--- src/rtl/input_debouncer_pkg.sv ---
// Shared defaults and helpers for the input debouncer.
package input_debouncer_pkg;

    localparam int DEFAULT_DEBOUNCE_CYCLES = 12000;
    localparam int DEFAULT_N_INPUTS        = 5;

    // Width of a counter that must hold values 0 .. cycles-1.
    // Never narrower than one bit.
    function automatic int cnt_width(input int cycles);
        int w;
        w = $clog2(cycles);
        return (w < 1) ? 1 : w;
    endfunction

endpackage

--- src/rtl/debounce_channel.sv ---
// One debounced input bit.
// Path: two-flop synchroniser, stability counter, accepted level, and
// one-cycle rise/fall pulses.
module debounce_channel import input_debouncer_pkg::*; #(
    parameter int DEBOUNCE_CYCLES = DEFAULT_DEBOUNCE_CYCLES,
    parameter int CNT_W           = cnt_width(DEFAULT_DEBOUNCE_CYCLES)
) (
    input  logic clk,
    input  logic rst,
    input  logic in_raw,
    output logic level,
    output logic rise,
    output logic fall
);

    // The last count value before a new level is accepted.
    localparam logic [CNT_W-1:0] CNT_MAX = CNT_W'(DEBOUNCE_CYCLES - 1);

    logic             s0_q, s0_d;
    logic             s1_q, s1_d;
    logic             level_q, level_d;
    logic             rise_q, rise_d;
    logic             fall_q, fall_d;
    logic [CNT_W-1:0] cnt_q, cnt_d;

    // Next-state logic: shift the synchroniser, and count how long s1 has
    // disagreed with the accepted level.
    always_comb begin
        // NOTE: every signal gets a default first, so no path through this block can infer a latch.
        s0_d    = in_raw;
        s1_d    = s0_q;
        level_d = level_q;
        cnt_d   = '0;
        rise_d  = 1'b0;
        fall_d  = 1'b0;
        if (s1_q != level_q) begin
            if (cnt_q == CNT_MAX) begin
                // The count is complete: accept the new value and pulse once.
                // The counter returns to zero here and never wraps.
                level_d = s1_q;
                rise_d  = s1_q;
                fall_d  = ~s1_q;
            end else begin
                cnt_d = cnt_q + CNT_W'(1);
            end
        end
        // Any return of s1 to the level falls through to cnt_d = 0.
        // That discards a partial count without changing the outputs.
    end

    // State registers, with synchronous reset.
    always_ff @(posedge clk) begin
        // NOTE: sequential state uses non-blocking assignments only, so every flop samples pre-edge values.
        if (rst) begin
            // NOTE: every flop is reset, counter included, so a count in progress dies with no pulse.
            s0_q    <= 1'b0;
            s1_q    <= 1'b0;
            level_q <= 1'b0;
            rise_q  <= 1'b0;
            fall_q  <= 1'b0;
            cnt_q   <= '0;
        end else begin
            s0_q    <= s0_d;
            s1_q    <= s1_d;
            level_q <= level_d;
            rise_q  <= rise_d;
            fall_q  <= fall_d;
            cnt_q   <= cnt_d;
        end
    end

    assign level = level_q;
    assign rise  = rise_q;
    assign fall  = fall_q;

endmodule

--- src/rtl/input_debouncer.sv ---
// Debounces N_INPUTS raw board pins, giving a level and rise/fall pulses
// per channel.
// Optional sticky event flags are enabled by defining
// INPUT_DEBOUNCER_STICKY_EN. That adds the events output and the ack input.
module input_debouncer import input_debouncer_pkg::*; #(
    parameter int N_INPUTS        = DEFAULT_N_INPUTS,
    parameter int DEBOUNCE_CYCLES = DEFAULT_DEBOUNCE_CYCLES
) (
    input  logic                clk,
    input  logic                rst,
    input  logic [N_INPUTS-1:0] in_raw,
    output logic [N_INPUTS-1:0] level,
    output logic [N_INPUTS-1:0] rise,
    output logic [N_INPUTS-1:0] fall,
`ifdef INPUT_DEBOUNCER_STICKY_EN
    output logic [N_INPUTS-1:0] events,
    input  logic [N_INPUTS-1:0] ack,
`endif
    output logic                any_change
);

    localparam int CNT_W = cnt_width(DEBOUNCE_CYCLES);

    for (genvar g = 0; g < N_INPUTS; g++) begin : g_ch
        debounce_channel #(
            .DEBOUNCE_CYCLES(DEBOUNCE_CYCLES),
            .CNT_W          (CNT_W)
        ) u_ch (
            .clk   (clk),
            .rst   (rst),
            .in_raw(in_raw[g]),
            .level (level[g]),
            .rise  (rise[g]),
            .fall  (fall[g])
        );
    end

    // rise and fall are already registered.
    // The OR therefore lands in the same cycle as the pulses.
    assign any_change = |(rise | fall);

`ifdef INPUT_DEBOUNCER_STICKY_EN
    logic [N_INPUTS-1:0] events_q, events_d;

    // Sticky flags: set by any pulse, cleared by ack.
    // A new event beats an ack in the same cycle.
    always_comb begin
        events_d = (events_q & ~ack) | rise | fall;
    end

    // Event flag register.
    always_ff @(posedge clk) begin
        if (rst) begin
            events_q <= '0;
        end else begin
            events_q <= events_d;
        end
    end

    assign events = events_q;
`endif

endmodule

--- config.mk ---
export PLATFORM = sky130hd
export DESIGN_NAME = input_debouncer
export DESIGN_NICKNAME = d
export VERILOG_FILES = /design/src/rtl/input_debouncer_pkg.sv /design/src/rtl/debounce_channel.sv /design/src/rtl/input_debouncer.sv
export SDC_FILE = /design/constraint.sdc
export NUM_CORES = 1
export LEC_CHECK = 0
export ABC_CLOCK_PERIOD_IN_PS = 1750
export BUFFER_PORTS_ARGS = -buffer_cell sky130_fd_sc_hd__buf_2
export CORE_MARGIN = 2
export CORE_UTILIZATION = 25
export DETAILED_ROUTE_END_ITERATION = 10
export HOLD_SLACK_MARGIN = 0.05
export PLACE_DENSITY = 0.38
export SYNTH_ARGS = -nofsm -noshare
export SYNTH_HDL_FRONTEND = slang
export SYNTH_SLANG_ARGS = --single-unit
--- constraint.sdc ---
create_clock -name clk -period 1.75 [get_ports clk]
set_input_delay 0.35 -clock clk [delete_from_list [all_inputs] [get_ports clk]]
set_output_delay 0.35 -clock clk [all_outputs]
set_load 0.01 [all_outputs]
# Yosys cells after proc, flatten, opt, wreduce, memory -nomap -nowiden
# Cells that the tools add are included.
word_totals:
  in_bits: 7
  register_bits: 95
op_classes:
  reduce_logical: 16
  n_bitwise: 16
  eq_ne: 10
  add_sub_neg: 5
ops:
  columns: ["cell", "count"]
  rows:
  - ["$add 14x1->14 const B", 5]
  - ["$eq 14x14->1 const B", 5]
  - ["$reduce_or 3->1", 10]
  - ["$not 1->1", 15]
  - ["$reduce_and 2->1", 5]
  - ["$ne 1x1->1", 5]
  - ["$or 5x5->5", 1]
  - ["$reduce_or 5->1", 1]

# Logic depth before layout (Yosys ltp)
logic_depth:
  word_depth: 3
  mapped_depth: 7
  ltp_nobuf: 5

# Hierarchy
# A second synthesis with hierarchy kept.
hier_totals:
  hier_cells: 414
  hier_area_um2: 3868.7
by_module_without_submodules:
  columns: ["module", "n_inst", "cells_per_inst", "seq_area_each_um2", "area_per_inst_um2"]
  rows:
  - ["debounce_channel", 5, 82, 380.4, 769.5]
  - ["input_debouncer", 1, 4, 0.0, 21.3]

# Least setup slack after synthesis
# Ideal clock, no wire load.
synth_timing:
  kind: "register -> register"
  from: "reg g_ch[3].u_ch.cnt_q[0]"
  to: "reg g_ch[3].u_ch.cnt_q[13]"
  path_stages_with_launch: 8
  n_path_buf: 2
  arrival_ps: 1620
  setup_ps: 115
  period_less_slack_ps: 1735
  required_time_ps: 1635
  slack_ps: 15
  cell_sequence: "dfxtp_1 -> ha_1 -> nand4_1 -> or4_1 -> buf_2 -> nand2_2 -> buf_4 -> nor2_1"
synth_via:
  elab_chain_len: 2
  word_cells_on_any_way: 3
synth_rtl:
  columns: ["item", "line", "text"]
  rows:
  - ["start: declaration", "debounce_channel.sv:24", "logic [CNT_W-1:0] cnt_q, cnt_d;"]
  - ["start signal: assignment", "debounce_channel.sv:68", "cnt_q <= cnt_d;"]
  - ["parallel branches: the longest is 2 deep, another holds $add 14x1->14", null, null]
# Several ways; the timed one is not identified.
# A chain may end at the register's enable or synchronous reset.

# Worst setup path after layout
layout_timing:
  from: "reg g_ch[3].u_ch.cnt_q[12]"
  to: "reg g_ch[3].u_ch.level_q"
layout_via:
  elab_chain_len: 2
layout_rtl:
  columns: ["item", "line", "text"]
  rows:
  - ["$eq 14x14->1", "debounce_channel.sv:37", "if (cnt_q == CNT_MAX) begin"]
  - ["$reduce_and 2->1 (no source line)", null, null]
  - ["end signal: assignment", "debounce_channel.sv:65", "level_q <= level_d;"]
  - ["end: declaration", "debounce_channel.sv:21", "logic level_q, level_d;"]
# No other way between the ends.

==> metrics.cfg <==
[cts]
clk_latency_ns = 0.34
cts_root_buf = clkbuf_16
clk_pin_slew_ns = 0.06
hold_buffers = 0
h-tree-depth = 3
numClockSinks = 95
cts_buffers = 9
tritoncts = done
clockBufferDepth = 2

[place]
place_hpwl_um = 5469
numPortBuffers = 22
pre_cts_ws_ns = 0.01387
gp_congestion = 0.7018

[pwr]
p_switching_uw = 836.3
swShare_pct = 19.62
clkPwrFrac_pct = 47.3
combinationalPowerShare_pct = 1.5
p_int_uw = 3427
seqPwrFrac_pct = 51.2
leakage_uw = 0.001622
p_per_area_mw_per_mm2 = 887.7
p_total_uw = 4263
vdd_ir_drop_max_mv = 0.4603

[worst_setup_path]
startpoint_type = flip-flop
cp.arrival_ns = 1.94
worst-path-max-fanout = 4
crit_type = flip-flop to flip-flop
cp.required_ns = 1.99
end_kind = flip-flop

[drt]
drt_pass1_iterations = 4
vias = 2863
drc = 0
first_iter_violations = 137
routed_via_density = 4.143
drtAntennaViolNets = 0
routedWlPerCell_um = 11.07
totalWireLength_um = 7648

[sta]
period_minus_slack_ns = 1.703
fin_ws_ns = 0.04746
skew_ns = 0.007089
drv_slew = 0
worstMarginPinSlew_ns = 0.3495
grt_setup_unrepaired = yes
period_share_pct = 97.29
hold_viol = 0
timing.fmax_mhz = 587.4
max-slew-margin-rel_pct = 76.49
setup_violations = 0

[die]
start_util_pct = 25.29
die-width_um = 130.1
die_h_um = 130.1
die-area_sq_mm = 0.01692
rows = 46
io_pins = 23
fp.coreArea_sq_mm = 0.01571

[synth]
synth_cell_types = 31
syn_nets = 444
yosysSeqAreaShare_pct = 47.86
netlist_instances = 432
ys_ff_latch = 95
synth_area_sq_mm = 0.003974
yosysWarnings = 0
avgSynthCellArea_sq_um = 9.199

[layout]
area_delta_synth_final_pct = 20.84
finalNetCount = 482
drive_gt1_share_pct = 17.05
diodes = 0

[grt]
grt_max_degree = 15
first_global_vias = 2809
grt.overflow.total = 0
grt_pass1_wl_um = 13250
grt_use_total_pct = 10.09
antenna_found_initial = 0

[run_status]
status = finished, final reports clean

[job]
drv_cap = 0

[hold_path]
hp-class = input port to flip-flop

## placed cells by master, fill, tap and decap left out, types with 4 or more instances in the layout
cell type and count:
clkbuf_16 9, and4_1 5, buf_2 22, nand3_1 25, or4b_1 4, nand4_1 18, nor3b_1 5, xnor2_1 42
nor4_1 10, dfxtp_1 95, buf_4 31, nor3_1 18, nor2_1 81, nor2b_1 10, ha_1 4, xor2_1 21
mux2i_1 5, and3_1 4, nand2b_1 5, inv_1 9, nand2_1 22
## power groups by stage
stage / clock network (uW) / registers [uW] / logic, uW
finish: 2020 / 2180 / 62.9
global route: 2200 / 2180 / 71.8
CTS: 2110 / 2180 / 65.1
detailed placement: 0 / 2230 / 64.8
global placement: 0 / 2230 / 65.3
floorplan: 0 / 2230 / 41.0
## worst max-delay path, cell delays in order, from the launching register on
cell and delay [ns]:
dfxtp_1 0.30, or4b_1 0.52, or4_4 0.44, buf_4 0.16
mux2i_1 0.13, nor2_1 0.05
## through the flow
step	cells	instance area, sq um	TNS, ns	hold WS (ns)	util [%]
6_report	691	4802	0	0.2274	30.56
5_1_grt	691	4802	-0.2357	0.2156	30.56
4_1_cts	689	4750	0	0.2129	30.23
3_5_place_dp	673	4427	0	0.4275	28.17
3_3_place_gp	673	4427	0	0.4203	28.17
2_1_floorplan	432	3974	0	0.4129	-
## area by class of cell
cell class              instances  area [sq um]
fillers                      1645         10910
flip-flops and latches         95          1902
multi-input cells             299          1883
repair buffers                 56         402.9
clock buffers                  13         270.3
well taps                     216         270.3
clock inverters                 3         40.04
inverters                       9         33.78
## synthesized netlist by cell type
master	count	area share (%)
dfxtp_1	95	48
nor2_1	81	7.7
xnor2_1	42	9.3
nand3_1	25	3.1
nand2_1	22	2.1
xor2_1	21	4.6
nand4_1	18	2.8
nor3_1	18	2.3
buf_4	17	3.2
nor4_1	12	1.9
nor2b_1	10	1.6
inv_1	9	0.85
clkbuf_1	6	0.57
nor3b_1	6	1.1
and4_1	5	1.1
ha_1	5	1.6
mux2i_1	5	1.3
nand2b_1	5	0.79
and3_1	4	0.63
buf_6	4	1.1
or4b_1	4	1.0
nor4_2	3	0.94
nor4b_1	3	0.66
or3_1	3	0.47
and2_1	2	0.31
buf_2	2	0.25
a21oi_1	1	0.13
nand2_2	1	0.16
o21a_1	1	0.19
o21ba_2	1	0.25
or4_1	1	0.19
## layer usage
layer	vias to the layer above	GRT usage, %	share of wire (%)
met5	-	0	0
met4	0	3.226	1.5
met3	7	4.428	4.5
met2	27	15.43	44
met1	1311	12.80	50
li1	1518	-	-
## state kept, by name (all words and copies together), names as in the netlist
signal,flops
g_ch.u_ch.s1_q,5
g_ch.u_ch.fall,5
g_ch.u_ch.level,5
g_ch.u_ch.s0_q,5
g_ch.u_ch.rise,5
g_ch.u_ch.cnt_q,70
## final timing paths
| path | startpoint | slack [ns] | endpoint | cells past startpoint |
|---|---|---|---|---|
| worst max-delay path | g_ch[3].u_ch.cnt_q[12]$_SDFF_PP0_ | 0.05 | g_ch[3].u_ch.level$_SDFFE_PP0P_ | 5 |
| worst min-delay path | in_raw[0] | 0.23 | g_ch[0].u_ch.s0_q$_SDFF_PP0_ | 2 |
| worst max register to register | g_ch[3].u_ch.cnt_q[12]$_SDFF_PP0_ | 0.05 | g_ch[3].u_ch.level$_SDFFE_PP0P_ | 5 |
| worst min register to register | g_ch[4].u_ch.cnt_q[0]$_SDFF_PP0_ | 0.43 | g_ch[4].u_ch.cnt_q[0]$_SDFF_PP0_ | 1 |
## timing repair
item | 4_1_cts | 5_1_grt
setup endpoints to repair | 1 | 45
buffers inserted | 0 | 2
pin swaps | 0 | 2
resized for setup | 2 | 6
## cell families (layout without fill, tap and decap cells)
family | Yosys count | count (layout) | synth area share [%]
buf+inv | 38 | 81 | 6.014
fa+ha+maj | 5 | 5 | 1.574
mux | 5 | 5 | 1.259
simple gates | 223 | 223 | 28.84
flops | 95 | 95 | 47.86
compound gates | 3 | 3 | 0.5667
xor+xnor | 63 | 63 | 13.89
No activity file was read; power rests on OpenSTA's default activity.
